===== config.mk =====
export PLATFORM = sky130hd
export DESIGN_NAME = serial_adder_arbiter
export DESIGN_NICKNAME = d
export VERILOG_FILES = /design/src/rtl/serial_adder_arbiter.sv
export SDC_FILE = /design/constraint.sdc
export NUM_CORES = 1
export LEC_CHECK = 0
export CELL_PAD_IN_SITES_DETAIL_PLACEMENT = 1
export CELL_PAD_IN_SITES_GLOBAL_PLACEMENT = 2
export CORE_MARGIN = 8
export CORE_UTILIZATION = 32
export CTS_CLUSTER_DIAMETER = 150
export CTS_CLUSTER_SIZE = 12
export DETAILED_ROUTE_END_ITERATION = 10
export GPL_TIMING_DRIVEN = 0
export PLACE_DENSITY_LB_ADDON = 0.1
export SLEW_MARGIN = 20
export SYNTH_ARGS = -nofsm -noshare
export SYNTH_HDL_FRONTEND = slang
export SYNTH_SLANG_ARGS = --single-unit
export TNS_END_PERCENT = 100

===== constraint.sdc =====
create_clock -name clk -period 2.5 [get_ports clk]
set_clock_uncertainty 0.1 [all_clocks]
set_input_delay 0.5 -clock clk [delete_from_list [all_inputs] [get_ports clk]]
set_output_delay 0.5 -clock clk [all_outputs]
set_load 0.02 [all_outputs]

===== src/rtl/serial_adder_arbiter.sv =====
// Two-requester front end for a single bit-serial adder cell: round-robin grant,
// operand capture, LSB-first sequencing over WIDTH cycles, valid/ready result return.
//
// state | meaning
// IDLE  | waiting for a request; grants and captures operands of the winner
// RUN   | one sum bit per cycle through the half-adder pair, LSB first
// DONE  | result held on res_* until res_ready is seen
module serial_adder_arbiter #(
   parameter int WIDTH = 8
) (
   input  logic             clk,
   input  logic             rst,
   input  logic             req0,
   input  logic [WIDTH-1:0] a0,
   input  logic [WIDTH-1:0] b0,
   output logic             gnt0,
   input  logic             req1,
   input  logic [WIDTH-1:0] a1,
   input  logic [WIDTH-1:0] b1,
   output logic             gnt1,
   output logic             res_valid,
   input  logic             res_ready,
   output logic [WIDTH-1:0] res_sum,
   output logic             res_cout,
   output logic             res_id,
   output logic             busy
);

   localparam int CW = $clog2(WIDTH);

   localparam logic [1:0] S_IDLE = 2'd0;
   localparam logic [1:0] S_RUN  = 2'd1;
   localparam logic [1:0] S_DONE = 2'd2;

   logic [1:0]       r_state;
   logic [WIDTH-1:0] r_a;
   logic [WIDTH-1:0] r_b;
   logic [WIDTH-1:0] r_sum;
   logic             r_carry;
   logic [CW-1:0]    r_cnt;
   logic             r_last;
   logic             r_id;
   logic             r_gnt0;
   logic             r_gnt1;
   logic             r_res_valid;
   logic [WIDTH-1:0] r_res_sum;
   logic             r_res_cout;
   logic             r_res_id;

   logic             w_win_valid;
   logic             w_win_id;
   logic             w_ha1_s;
   logic             w_ha1_c;
   logic             w_ha2_s;
   logic             w_ha2_c;
   logic             w_carry_next;
   logic [WIDTH-1:0] w_sum_next;

   // On a tie the requester that did not win last time gets the grant.
   always_comb begin
      w_win_valid = req0 | req1;
      w_win_id    = (req0 && req1) ? ~r_last : req1;
   end

   always_comb begin
      w_ha1_s      = r_a[0] ^ r_b[0];
      w_ha1_c      = r_a[0] & r_b[0];
      w_ha2_s      = w_ha1_s ^ r_carry;
      w_ha2_c      = w_ha1_s & r_carry;
      w_carry_next = w_ha1_c | w_ha2_c;
      w_sum_next   = {w_ha2_s, r_sum[WIDTH-1:1]};
   end

   always_ff @(posedge clk or posedge rst) begin
      if (rst) begin
         r_state     <= S_IDLE;
         r_a         <= '0;
         r_b         <= '0;
         r_sum       <= '0;
         r_carry     <= 1'b0;
         r_cnt       <= '0;
         r_last      <= 1'b1;
         r_id        <= 1'b0;
         r_gnt0      <= 1'b0;
         r_gnt1      <= 1'b0;
         r_res_valid <= 1'b0;
         r_res_sum   <= '0;
         r_res_cout  <= 1'b0;
         r_res_id    <= 1'b0;
      end else begin
         r_gnt0 <= 1'b0;
         r_gnt1 <= 1'b0;
         case (r_state)
            S_IDLE: begin
               if (w_win_valid) begin
                  r_a     <= w_win_id ? a1 : a0;
                  r_b     <= w_win_id ? b1 : b0;
                  r_gnt0  <= ~w_win_id;
                  r_gnt1  <= w_win_id;
                  r_id    <= w_win_id;
                  r_last  <= w_win_id;
                  r_carry <= 1'b0;
                  r_cnt   <= '0;
                  r_state <= S_RUN;
               end
            end
            S_RUN: begin
               r_a     <= r_a >> 1;
               r_b     <= r_b >> 1;
               r_sum   <= w_sum_next;
               r_carry <= w_carry_next;
               r_cnt   <= r_cnt + CW'(1);
               if (r_cnt == CW'(WIDTH - 1)) begin
                  r_res_sum   <= w_sum_next;
                  r_res_cout  <= w_carry_next;
                  r_res_id    <= r_id;
                  r_res_valid <= 1'b1;
                  r_state     <= S_DONE;
               end
            end
            S_DONE: begin
               if (r_res_valid && res_ready) begin
                  r_res_valid <= 1'b0;
                  r_state     <= S_IDLE;
               end
            end
            default: r_state <= S_IDLE;
         endcase
      end
   end

   assign gnt0      = r_gnt0;
   assign gnt1      = r_gnt1;
   assign res_valid = r_res_valid;
   assign res_sum   = r_res_sum;
   assign res_cout  = r_res_cout;
   assign res_id    = r_res_id;
   assign busy      = (r_state == S_RUN) || (r_state == S_DONE);

endmodule


==> Word level (Yosys, flattened, before mapping) <==
Index checks and enable logic that the tools add are counted.
{ "totals": {"register_bits": 45, "latchBits": 0, "ramBits": 0, "rom_bits": 0, "output_inout_bits": 14, "n_memories": 0} }
{ "classes": {"add_sub_neg": 1, "multipliers": 0, "div": 0, "magnitude_cmp": 0, "eq_ne": 6, "shift": 0, "muxes": 22, "bitwise_logic": 8, "n_reduce_logical": 11} }
{ "ops": {"columns": ["op", "count"], "rows": [
  ["two-way mux 8 bit", 4],
  ["case mux 8 bit (2 select lines)", 2],
  ["two-way mux 1 bit", 8],
  ["two-way mux 2 bit", 3],
  ["!= test 2 bit (second input constant)", 3],
  ["case mux 2 bit (3 select lines)", 1],
  ["case mux 3 bit (2 select lines)", 1],
  ["AND reduction 2 bit", 3],
  ["AND reduction 3 bit", 2],
  ["case mux 1 bit (2 select lines)", 2],
  ["nonzero test 2 bit", 2],
  ["adder 3 x 1 -> 3 bit (second input constant)", 1],
  ["== test 3 bit (second input constant)", 1],
  ["two-way mux 3 bit", 1],
  ["bitwise AND 1 bit", 2],
  ["== test 2 x 1 -> 1 bit (second input constant)", 1],
  ["== test 2 bit (second input constant)", 1],
  ["logical AND 1 bit", 2],
  ["zero test 2 bit", 1],
  ["NOT 1 bit", 2],
  ["OR 1 bit", 2],
  ["XOR 1 bit", 2],
  ["logical OR 1 bit", 1]
]} }

==> Longest topological paths before layout <==
{ "depth": {"word_depth": 5, "mapped_depth": 8} }

==> Worst setup path before layout <==
No wires, ideal clock.
{ "synth_timing": {"kind": "register to register", "from": "register r_state[0]", "to": "register r_a[0]", "setup_ns": 0.134, "arrival_ns": 1.616, "required_ns": 2.266, "slack_ns": 0.650, "path_stages_with_launch": 9, "n_path_buf": 3, "synth_period_minus_slack_ns": 1.850, "cell_sequence": "dfrtp_1 inv_1 ha_1 buf_2 or3b_1 buf_2 buf_2 nand3_1 o211ai_2"} }
{ "synth_via": {"elab_chain_len": 3} }
{ "synth_lines": {"columns": ["item", "line", "rtl"], "rows": [
  ["start, declared", "35", "logic [1:0] r_state;"],
  ["start signal, assigned", "76", "r_state <= S_IDLE;"],
  ["start signal, assigned", "104", "r_state <= S_RUN;"],
  ["start signal, assigned", "118", "r_state <= S_DONE;"],
  ["== test 2 x 1 -> 1 bit / zero test 2 bit (equally long branches)", "93", "case (r_state)"],
  ["nonzero test 2 bit (no line) / != test 2 bit (equally long branches)", null, null],
  ["AND reduction 2 bit (no line)", null, null],
  ["end signal, assigned", "96", "r_a <= w_win_id ? a1 : a0;"],
  ["end signal, assigned", "108", "r_a <= r_a >> 1;"],
  ["end, declared", "36", "logic [WIDTH-1:0] r_a;"]
]} }
Several ways; a longest one is shown, not always the timed one.
A chain may end at the register's enable or synchronous reset.

==> Worst setup path in the final report <==
{ "layout_timing": {"from": "register r_state[0]", "to": "output port busy"} }
{ "layout_via": {"elab_chain_len": 2} }
{ "layout_lines": {"columns": ["item", "line", "rtl"], "rows": [
  ["== test 2 x 1 -> 1 bit / == test 2 bit (equally long branches)", "138", "assign busy = (r_state == S_RUN) || (r_state == S_DONE);"],
  ["logical OR 1 bit *", "138", null],
  ["end, declared", "26", "output logic busy"]
]} }
Every way passes the cells marked *; elsewhere a longest branch is shown, timed or not.

==> results <==
flip-flops by register name, summed over array words and instances (netlist names):
signal     cells
r_id           1
r_cnt          3
gnt0           1
r_a            8
r_last         1
r_state        2
gnt1           1
r_carry        1
res_id         1
res_valid      1
res_sum        8
res_cout       1
r_b            8
r_sum          7
layout make-up:
| class | instances | share of cell area [%] |
|---|---|---|
| Timing Repair Buffer | 50 | 17.5 |
| Sequential cell | 44 | 37.9 |
| Buffer | 14 | 2.84 |
| Clock buffer | 5 | 2.36 |
| Tap cell | 80 | 3.44 |
| Multi-Input combinational cell | 116 | 33.7 |
| Inverter | 6 | 0.774 |
| Clock inverter | 3 | 1.46 |
logic make-up after synthesis:
logic type               after synthesis
AO/OA/AOI/OAI                         43
adder cells (fa/ha/maj)                7
buffers and inverters                 20
flip-flops                            44
multiplexers                          36
AND/OR/NAND/NOR                       30
layer usage:
layer	vias to the layer above	track usage, %
li1	771	-
met1	797	14.4
met2	29	19.0
met3	6	3.45
met4	0	3.90
met5	-	0
how the worst max path moves through the flow:
stage	to	slack (ns)	depth (start not counted)
2_1_floorplan	r_a[0]	0.65	8
4_1_cts	busy	0.18	3
5_1_grt	busy	0.11	3
6_report	busy	0.22	3
3_5_place_dp	r_b[0]	0.1	6
3_3_place_gp	r_a[6]	-0.07	2
where the power goes:
group	switching (mW)	internal (mW)	leakage (nW)	total, mW
clock	0.249	0.296	0.0541	0.545
sequential	0.190	1.05	0.552	1.24
combinational	0.844	0.835	0.639	1.68
total	1.28	2.18	1.25	3.47
metrics by stage:
stage	cells	TNS (ns)
6_report	318	0
5_1_grt	318	0
4_1_cts	318	0
3_5_place_dp	310	0
3_3_place_gp	309	-3.01
2_1_floorplan	180	0
Yosys cell counts, drive strengths merged, types with 4 or more instances:
| library cell | number |
|---|---|
| buf | 11 |
| o211ai | 15 |
| o21ai | 14 |
| nand3 | 12 |
| nor2 | 4 |
| mux2 | 21 |
| dfrtp | 43 |
| inv | 6 |
| ha | 6 |
| mux2i | 15 |
| nand2 | 4 |
==> summary.md <==
| Metric | Value |
|---|---|
| Max incr delay on CP | `around 0.60 ns` |
| Crit-path max FO | `4` |
| EDFF count, synth | `0` |
| Hold_buf cts | `0` |
| Gr ovfl total | `0` |
| CP endpoint kind | `primary output` |
| CORE AREA | `between 0.006 and 0.007 mm²` |
| Crit start category | `register` |
| Routed wl met3 | `about 230 µm` |
| Dpl cell area | `roughly 0.0028 mm²` |
| Critical path data arrival time | `about 1.7 ns` |
| CTS tree | `yes` |
| Post-layout util | `a little over two fifths` |
| Vias in the first global route | `~1800` |
| Final Hold Vio Count | `0` |
| Largest net degree at the start of global routing | `26` |
| H-tree depth | `2` |
| Most common cell after layout, fill and taps aside | `clkdlybuf4s50_1` |
| Dpl hpwl | `roughly 4000 µm` |
| RSZ-0062 raised after global routing | `no` |
| Detailed-route DRC error count | `0` |
| Hold WC Path Type | `reg2reg` |
| Multi-input gate area | `982 µm²` |
| Synth Area in Compound Gates | `between 10% and 20%` |
| Final worst-path cycle share | `between 90% and 100%` |
| Final ANT Viol Nets | `0` |
| Worst hold path stage count | `1` |
| Fill count | `just over 700` |
| Max Transition Viols Final | `0` |
| Worst hold margin | `0.405 ns` |
| Worst vdd ir | `roughly 0.00043 V` |
| Top FF cell, synth | `dfrtp_1` |
| Post-CTS sizing | `0` |
| Met2 routed WL | `2590 µm` |
| Synth area leader | `dfrtp_1` |
| Final worst slack | `about 0.22 ns` |
| Uppermost layer routed | `met4` |
| Largest family of logic cells by synthesized area | `multiplexers` |
| Design area | `approximately 0.0029 mm²` |
| Worst-Skew Late Latency | `roughly 0.3 ns` |
| Synth Cell Area | `0.00219 mm²` |
| YS warnings | `0` |
| Synth area leaders | `dfrtp_1, mux2_2, mux2i_1` |
| Standard-cell row count | `30` |
| Final antenna diode count | `0` |
| Synth Net Count | `224` |
| Mapped Cells | `between 150 and 200` |
| Worst Setup SP | `r_state[0]` |
| Final wirelength | `~5400 µm` |
| Most frequent cells in the layout | `clkdlybuf4s50_1, dfrtp_1, mux2_2` |
| F_max | `roughly 440 MHz` |
| FF-to-FF End | `r_b[4]` |
| Cells on worst reg2reg path | `8` |
| Wirelength per Cell | `roughly 17 µm` |
| Synthesis-to-layout area growth | `33.0%` |
| Worst-path clk slew | `about 0.090 ns` |
| Starting Density | `32.6%` |
| WP data required | `1.90 ns` |
| Chip width | `around 99 µm` |
| Syn avg cell area | `between 10 and 15 µm²` |
| Initial antenna violation count | `0` |
| Net count, final | `281` |
| Sequential cell area | `~0.0011 mm²` |
| M1 WL | `approximately 2500 µm` |
| Slew headroom | `between 60% and 70%` |
| CTS Sinks | `44` |
| Crit path max-delay cell type | `clkdlybuf4s50_1` |
| WS Path Type | `reg2out` |
| GRT Resource Usage Total | `11.7%` |
| Seq/Total Area, Yosys | `50.3%` |
| Actual slew at the worst max-slew pin | `around 0.6 ns` |
| Root Buffer | `clkbuf_8` |
| Min-delay src | `r_cnt[1]` |
| Power per cell area | `~1200 mW/mm²` |
| Clock buffer depth | `2` |
| Vias | `about 1600` |
| Fraction of registers with async set/reset | `100%` |
| Area share of fa/ha/maj cells after synthesis | `between 4 and 5%` |
| Final Wtd Congestion | `approximately 0.7` |
| Die area | `just under 0.01 mm²` |
| Min Tclk post-route | `about 2.3 ns` |
| Leakage | `between 1 and 1.5 nW` |
| # setup viols final | `0` |
| Worst Hold Endpoint | `r_cnt[1]` |
| RR Startpoint | `r_state[0]` |
| First-pass GRT wire length | `9290 µm` |
| Worst R2R Setup Slack | `0.38 ns` |
| DR pass1 iterations | `3` |
| Inserted Clock Buffers | `5` |
| DR vias/cell | `between 5 and 6` |
| Synth Register Bits | `44` |
| Share of cells above drive strength 1 | `a little under a quarter` |
| Synth Area in XOR/XNOR | `0%` |
| Post-Synth Simple-Gate Area | `~7.4%` |
| Die Y | `98.7 µm` |
| Post-CTS setup buffer count | `0` |
| IO Port Bufs | `around 50` |
| Power after layout | `3.47 mW` |
| Mux contribution to synthesized area | `17.7%` |
| Worst path bufs/invs | `2` |
| I/O pins | `51` |
| Run status | `finished, final reports clean` |
| Dpl ws | `0.0998 ns` |
| Synth top area share | `about 49%` |
| Crit-path cells | `inv_1, ha_1, clkdlybuf4s50_1` |
| Synth unique cells | `33` |
| Max-cap viol count | `0` |
| CP top delay family | `buffers and inverters` |
| DR iter-0 viols | `26` |
Note: power is estimated with default switching activity, not from simulation.
